$ cat src/rtl/sweep_ctrl.sv
// ---------------------------------------------------------------------------
// sweep_ctrl
//   Drives an external up/down counter so that its value sweeps back and
//   forth between a lower and an upper bound.  A sweep is armed by 'start'
//   (with lo_lim < hi_lim), begins with a single load of the lower bound and
//   then issues one step enable every max(div,1)+1 cycles, reversing
//   direction whenever the counter reaches either bound.  'stop' aborts the
//   sweep at any point.
//
//   Parameters
//     DIV_W    prescaler / step-period width
//
//   Ports
//     clk5m    in   system clock (5 MHz), rising edge
//     rst_n    in   asynchronous active-low reset
//     start    in   begin a sweep (honoured only in IDLE)
//     stop     in   abort a sweep (wins over start and over a step)
//     lo_lim   in   lower sweep bound, unsigned
//     hi_lim   in   upper sweep bound, unsigned
//     div      in   step period; one step every max(div,1)+1 cycles
//     cnt      in   current value of the downstream counter
//     en       out  counter step enable, one-cycle pulse
//     load     out  counter load strobe, one-cycle pulse
//     data_in  out  counter load value
//     updn     out  counter direction: 0 = increment, 1 = decrement
//     busy     out  high whenever a sweep is in progress
//     dir_chg  out  pulse coincident with the en that reverses direction
//     err      out  pulse when a start is rejected (lo_lim >= hi_lim)
//
//   Every output is a flop; the next-state logic computes the value each
//   output takes in the following cycle.
// ---------------------------------------------------------------------------
module sweep_ctrl #(
    parameter int unsigned DIV_W = 16
) (
    input  logic             clk5m,
    input  logic             rst_n,
    input  logic             start,
    input  logic             stop,
    input  logic [9:0]       lo_lim,
    input  logic [9:0]       hi_lim,
    input  logic [DIV_W-1:0] div,
    input  logic [9:0]       cnt,
    output logic             en,
    output logic             load,
    output logic [9:0]       data_in,
    output logic             updn,
    output logic             busy,
    output logic             dir_chg,
    output logic             err
);

    typedef enum logic [1:0] {
        IDLE   = 2'd0,
        LOAD   = 2'd1,
        RUN_UP = 2'd2,
        RUN_DN = 2'd3
    } state_t;

    state_t           state,   state_nx;
    logic [DIV_W-1:0] presc,   presc_nx;
    logic [DIV_W-1:0] div_q,   div_q_nx;
    logic [9:0]       lo_q,    lo_q_nx;
    logic [9:0]       hi_q,    hi_q_nx;

    logic             en_nx;
    logic             load_nx;
    logic [9:0]       data_in_nx;
    logic             updn_nx;
    logic             busy_nx;
    logic             dir_chg_nx;
    logic             err_nx;

    logic             tick;

    // Step tick: prescaler has counted up to the latched period.
    assign tick = (presc == div_q);

    // -----------------------------------------------------------------------
    // State and output registers
    // -----------------------------------------------------------------------
    always_ff @(posedge clk5m or negedge rst_n) begin
        if (!rst_n) begin
            state   <= IDLE;
            presc   <= '0;
            div_q   <= '0;
            lo_q    <= '0;
            hi_q    <= '0;
            en      <= 1'b0;
            load    <= 1'b0;
            data_in <= '0;
            updn    <= 1'b0;
            busy    <= 1'b0;
            dir_chg <= 1'b0;
            err     <= 1'b0;
        end else begin
            state   <= state_nx;
            presc   <= presc_nx;
            div_q   <= div_q_nx;
            lo_q    <= lo_q_nx;
            hi_q    <= hi_q_nx;
            en      <= en_nx;
            load    <= load_nx;
            data_in <= data_in_nx;
            updn    <= updn_nx;
            busy    <= busy_nx;
            dir_chg <= dir_chg_nx;
            err     <= err_nx;
        end
    end

    // -----------------------------------------------------------------------
    // Next-state and next-output logic
    // -----------------------------------------------------------------------
    always_comb begin
        state_nx   = state;
        presc_nx   = presc;
        div_q_nx   = div_q;
        lo_q_nx    = lo_q;
        hi_q_nx    = hi_q;
        en_nx      = 1'b0;
        load_nx    = 1'b0;
        data_in_nx = data_in;
        updn_nx    = updn;
        dir_chg_nx = 1'b0;
        err_nx     = 1'b0;

        unique case (state)
            IDLE: begin
                presc_nx = '0;
                if (start && !stop) begin
                    if (lo_lim < hi_lim) begin
                        lo_q_nx    = lo_lim;
                        hi_q_nx    = hi_lim;
                        div_q_nx   = (div == '0) ? DIV_W'(1) : div;
                        // The load strobe is raised on entry so that it is
                        // visible for exactly the one cycle spent in LOAD.
                        load_nx    = 1'b1;
                        data_in_nx = lo_lim;
                        state_nx   = LOAD;
                    end else begin
                        err_nx = 1'b1;
                    end
                end
            end

            LOAD: begin
                presc_nx = '0;
                state_nx = stop ? IDLE : RUN_UP;
            end

            RUN_UP: begin
                if (stop) begin
                    presc_nx = '0;
                    state_nx = IDLE;
                end else if (tick) begin
                    presc_nx = '0;
                    en_nx    = 1'b1;
                    if (cnt >= hi_q) begin
                        updn_nx    = 1'b1;
                        dir_chg_nx = 1'b1;
                        state_nx   = RUN_DN;
                    end else begin
                        updn_nx = 1'b0;
                    end
                end else begin
                    presc_nx = presc + DIV_W'(1);
                end
            end

            RUN_DN: begin
                if (stop) begin
                    presc_nx = '0;
                    state_nx = IDLE;
                end else if (tick) begin
                    presc_nx = '0;
                    en_nx    = 1'b1;
                    if (cnt <= lo_q) begin
                        updn_nx    = 1'b0;
                        dir_chg_nx = 1'b1;
                        state_nx   = RUN_UP;
                    end else begin
                        updn_nx = 1'b1;
                    end
                end else begin
                    presc_nx = presc + DIV_W'(1);
                end
            end

            default: begin
                presc_nx = '0;
                state_nx = IDLE;
            end
        endcase

        // busy is registered from the next state so it tracks state != IDLE.
        busy_nx = (state_nx != IDLE);
    end

endmodule

$ cat config.mk
export PLATFORM = sky130hd
export DESIGN_NAME = sweep_ctrl
export DESIGN_NICKNAME = d
export VERILOG_FILES = /design/src/rtl/sweep_ctrl.sv
export SDC_FILE = /design/constraint.sdc
export NUM_CORES = 1
export LEC_CHECK = 0
export BUFFER_PORTS_ARGS = -buffer_cell sky130_fd_sc_hd__buf_2
export CORE_MARGIN = 4
export CORE_UTILIZATION = 40
export DETAILED_ROUTE_END_ITERATION = 8
export REMOVE_ABC_BUFFERS = 1
export SYNTH_ARGS = -nofsm -noshare
export SYNTH_HDL_FRONTEND = slang
export SYNTH_SLANG_ARGS = --single-unit
$ cat constraint.sdc
create_clock -name clk5m -period 2.3 [get_ports clk5m]
set_input_delay 0.46 -clock clk5m [delete_from_list [all_inputs] [get_ports clk5m]]
set_output_delay 0.46 -clock clk5m [all_outputs]
set_load 0.005 [all_outputs]
==> impl_metrics.xml <==
<?xml version="1.0" encoding="UTF-8"?>
<metrics>
  <group name="pwr">
    <metric name="intPower" unit="mW">2.20</metric>
    <metric name="cellLeakagePower" unit="nW">2.08</metric>
    <metric name="clockPowerShare" unit="">0.309</metric>
    <metric name="max-vdd-ir-drop" unit="mV">0.382</metric>
    <metric name="power_switching" unit="mW">0.915</metric>
    <metric name="sequentialPowerShare" unit="">0.447</metric>
    <metric name="p_sw_frac" unit="">0.293</metric>
    <metric name="pwr-share-comb" unit="">0.244</metric>
    <metric name="cellPowerDensity" unit="nW/um^2">789</metric>
  </group>
  <group name="worst_setup_path">
    <metric name="crit_arrival" unit="ps">2350</metric>
    <metric name="crit_path_end_kind" unit="">register</metric>
    <metric name="critical_path.top_delay_family" unit="">compound AO/OA/AOI/OAI gates</metric>
    <metric name="critPathMaxStageDelay" unit="ps">350</metric>
    <metric name="r2r_slack" unit="ps">340</metric>
    <metric name="critical_path.n_buffers_inverters" unit="">3</metric>
    <metric name="r2r_end" unit="">state[0]$_DFF_PN0_</metric>
    <metric name="endpoint" unit="">div_q[0]$_DFFE_PN0P_</metric>
    <metric name="critical_path.max_fanout" unit="">24</metric>
    <metric name="critical_path_depth" unit="">10</metric>
    <metric name="crit_path_start" unit="">hi_lim[7]</metric>
    <metric name="path_class" unit="">in -&gt; reg</metric>
    <metric name="r2r-start" unit="">presc[9]$_DFF_PN0_</metric>
    <metric name="cp-start-kind" unit="">primary input</metric>
    <metric name="path_common_cell" unit="">sky130_fd_sc_hd__a21o_1</metric>
    <metric name="timing.critical_path.required" unit="ps">2520</metric>
    <metric name="worstPathCellList" unit="">buf_2, inv_1, ha_1, a21o_1, a21o_1, a21o_1, a211oi_2, nand4b_1, buf_4, mux2_1</metric>
    <metric name="ff2ff_path_depth" unit="">5</metric>
    <metric name="critPathSlowestCell" unit="">sky130_fd_sc_hd__mux2_1</metric>
  </group>
  <group name="clock_network">
    <metric name="clock_tree.buffer_depth" unit="">2</metric>
    <metric name="tritoncts_clock_tree" unit="">done</metric>
    <metric name="clock-sinks" unit="">60</metric>
    <metric name="number_of_buffers_inserted_by_post_cts_setup_repair" unit="">0</metric>
    <metric name="cts_made_buffers" unit="">9</metric>
    <metric name="cts.repair.resized" unit="">0</metric>
    <metric name="holdBufCountCts" unit="">0</metric>
    <metric name="cts.root.buffer_cell" unit="">sky130_fd_sc_hd__clkbuf_8</metric>
    <metric name="clk_pin_slew" unit="ps">70</metric>
    <metric name="clk_latency" unit="ps">330</metric>
    <metric name="cts_max_level" unit="">3</metric>
  </group>
  <group name="sta">
    <metric name="slew_violations" unit="">0</metric>
    <metric name="fin_crit" unit="ps">2130</metric>
    <metric name="final-setup-viol-count" unit="">0</metric>
    <metric name="clock-skew-final" unit="ps">7.59</metric>
    <metric name="post-route-worst-setup-slack" unit="ps">169</metric>
    <metric name="tightestPinTransition" unit="ps">529</metric>
    <metric name="finalCritPeriodShare" unit="">0.927</metric>
    <metric name="grt_setup_unrepaired" unit="">false</metric>
    <metric name="timing.hold.ws" unit="ps">99.5</metric>
    <metric name="achievable-frequency" unit="MHz">469</metric>
    <metric name="maxSlewHeadroom" unit="">0.647</metric>
    <metric name="report.final.hold_viol_count" unit="">0</metric>
  </group>
  <group name="synthesis">
    <metric name="synthesis.area" unit="um^2">3250</metric>
    <metric name="synth_simple_gate_area_frac" unit="">0.114</metric>
    <metric name="synth_flop_cell" unit="">sky130_fd_sc_hd__dfrtp_1</metric>
    <metric name="netlist_top_cells_count" unit="">60 x sky130_fd_sc_hd__dfrtp_1, 32 x sky130_fd_sc_hd__inv_1, 30 x sky130_fd_sc_hd__ha_1, 27 x sky130_fd_sc_hd__mux2_1, 27 x sky130_fd_sc_hd__nor2_1</metric>
    <metric name="synth_top_family_by_area" unit="">multiplexers</metric>
    <metric name="synth_compound_area_frac" unit="">0.0616</metric>
    <metric name="synth_async_sr_flop_share" unit="">1.00</metric>
    <metric name="netlist_top_cells_area" unit="">sky130_fd_sc_hd__dfrtp_1 46%, sky130_fd_sc_hd__ha_1 12%, sky130_fd_sc_hd__mux2_1 9.3%</metric>
    <metric name="yosys.area_share.xor_xnor" unit="">0.0808</metric>
    <metric name="synth-warning-count" unit="">0</metric>
    <metric name="post-synth-top-area-fraction" unit="">0.462</metric>
    <metric name="number_of_enable_type_register_cells_in_the_synthesized_netlist" unit="">0</metric>
    <metric name="yosysSeqAreaShare" unit="">0.462</metric>
    <metric name="ys_ff_latch" unit="">60</metric>
    <metric name="synth.area.mux_share" unit="">0.121</metric>
    <metric name="synthesis.area_per_instance" unit="um^2">10.9</metric>
    <metric name="synth.most_common_cell" unit="">sky130_fd_sc_hd__dfrtp_1</metric>
    <metric name="cell_count_after_synthesis" unit="">298</metric>
    <metric name="synth_fa_ha_area_frac" unit="">0.115</metric>
    <metric name="synth_largest_area_cell" unit="">sky130_fd_sc_hd__dfrtp_1</metric>
    <metric name="synth.lib_cells_used.distinct" unit="">34</metric>
  </group>
  <group name="detailed_routing">
    <metric name="routedWlPerCell" unit="um">13.6</metric>
    <metric name="firstDrtPassIters" unit="">4</metric>
    <metric name="via_count" unit="">2339</metric>
    <metric name="viasPerCell" unit="">4.83</metric>
    <metric name="remaining_drc_errors" unit="">0</metric>
    <metric name="detailed_router_s_first_iteration_violation_count" unit="">42</metric>
    <metric name="postRouteAntennaNets" unit="">0</metric>
    <metric name="routed_wirelength" unit="um">6580</metric>
  </group>
  <group name="place">
    <metric name="routabilityCongestion" unit="">0.773</metric>
    <metric name="dp_worst_setup_slack" unit="ps">-177</metric>
    <metric name="detailedPlacementHpwl" unit="um">5240</metric>
    <metric name="io_buffer_count" unit="">65</metric>
  </group>
  <group name="cells_and_area">
    <metric name="n_antenna_cell" unit="">0</metric>
    <metric name="drive_gt1_frac" unit="">0.236</metric>
    <metric name="final_net_count" unit="">457</metric>
    <metric name="area_growth_syn_to_layout" unit="%">21.6</metric>
  </group>
  <group name="grt">
    <metric name="gr-total-overflow" unit="">0</metric>
    <metric name="grt_first_pass_wirelength" unit="um">11700</metric>
    <metric name="overall_fraction_of_global_route_tracks_in_use" unit="">0.149</metric>
    <metric name="antenna_violations_before_repair" unit="">0</metric>
    <metric name="first_global_vias" unit="">2506</metric>
    <metric name="grt_max_degree" unit="">40</metric>
  </group>
  <group name="die">
    <metric name="core-area" unit="um^2">7810</metric>
    <metric name="die_area" unit="um^2">9640</metric>
    <metric name="ios" unit="">66</metric>
    <metric name="die_width" unit="um">98.2</metric>
    <metric name="floorplan.initialDensity" unit="">0.417</metric>
    <metric name="die_y" unit="um">98.2</metric>
    <metric name="row_count" unit="">32</metric>
  </group>
  <group name="run">
    <metric name="max_cap_violations" unit="">0</metric>
  </group>
  <group name="status">
    <metric name="outcome" unit="">complete, no violations</metric>
  </group>
  <group name="hold_path">
    <metric name="holdCritPathClass" unit="">in -&gt; async</metric>
  </group>
</metrics>
worst min-delay path by stage:
| stage | cells past startpoint | to | startpoint | slack, ps |
|---|---|---|---|---|
| after floorplan | 0 | busy$_DFF_PN0_ | rst_n | 160 |
| after global placement | 1 | div_q[12]$_DFFE_PN0P_ | rst_n | 470 |
| after detailed placement | 1 | div_q[13]$_DFFE_PN0P_ | rst_n | 470 |
| after CTS | 1 | presc[10]$_DFF_PN0_ | rst_n | 100 |
| after global routing | 1 | div_q[13]$_DFFE_PN0P_ | rst_n | 130 |
| final | 1 | presc[8]$_DFF_PN0_ | rst_n | 100 |
cell type report:
class	instances	area, um^2
timing repair buffer	73	398
fill	750	3850
clock inverter	4	47.5
inverter	32	120
sequential	60	1500
tap	102	128
multi-input combinational	201	1600
clock buffer	12	155
routing by layer:
layer	GRT usage	part of all wire	routed length [um]	vias to the layer above
met2	0.248	0.48	3180	49
met3	0.0300	0.042	274	12
li1	-	-	-	1191
met4	0.0567	0.016	103	0
met1	0.193	0.46	3020	1087
met5	0	0	0	-
layout by cell type (no fill, tap or decap), drive strengths merged, types with 9 or more instances in the layout:
master	netlist	final
dfrtp	60	60
xor2	25	25
nand3	11	11
clkbuf	1	12
nor2	27	27
nand2	10	10
mux2	27	27
buf	4	73
mux2i	9	9
inv	32	32
ha	30	30
power groups by stage:
stage	logic [mW]	clock network (mW)	registers (mW)
after global routing	0.899	1.04	1.42
after global placement	0.759	0	1.42
after detailed placement	0.778	0	1.42
final	0.761	0.964	1.40
after CTS	0.784	0.999	1.40
after floorplan	0.501	0	1.39
per-stage QoR:
| stage | util | area, um^2 | power, mW | setup TNS [ps] | cells |
|---|---|---|---|---|---|
| floorplan | - | 3230 | 1.89 | -45020 | 293 |
| global placement | 0.480 | 3750 | 2.17 | -2710 | 468 |
| detailed placement | 0.480 | 3750 | 2.20 | -4070 | 468 |
| CTS | 0.506 | 3950 | 3.18 | 0 | 484 |
| global route | 0.506 | 3950 | 3.36 | 0 | 484 |
| finish | 0.506 | 3950 | 3.12 | 0 | 484 |
flip-flops by register name, indices dropped and copies added (netlist names), 2 cells and up:
register,cells
hi_q,10
lo_q,10
presc,16
state,2
div_q,16
cells by family after synthesis:
| family | after synthesis |
|---|---|
| adder cells (fa/ha/maj) | 30 |
| XOR/XNOR | 30 |
| multiplexers | 36 |
| flip-flops | 60 |
| AO/OA/AOI/OAI | 30 |
| AND/OR/NAND/NOR | 75 |
| buffers and inverters | 37 |
No activity file was read; power rests on OpenSTA's default activity.
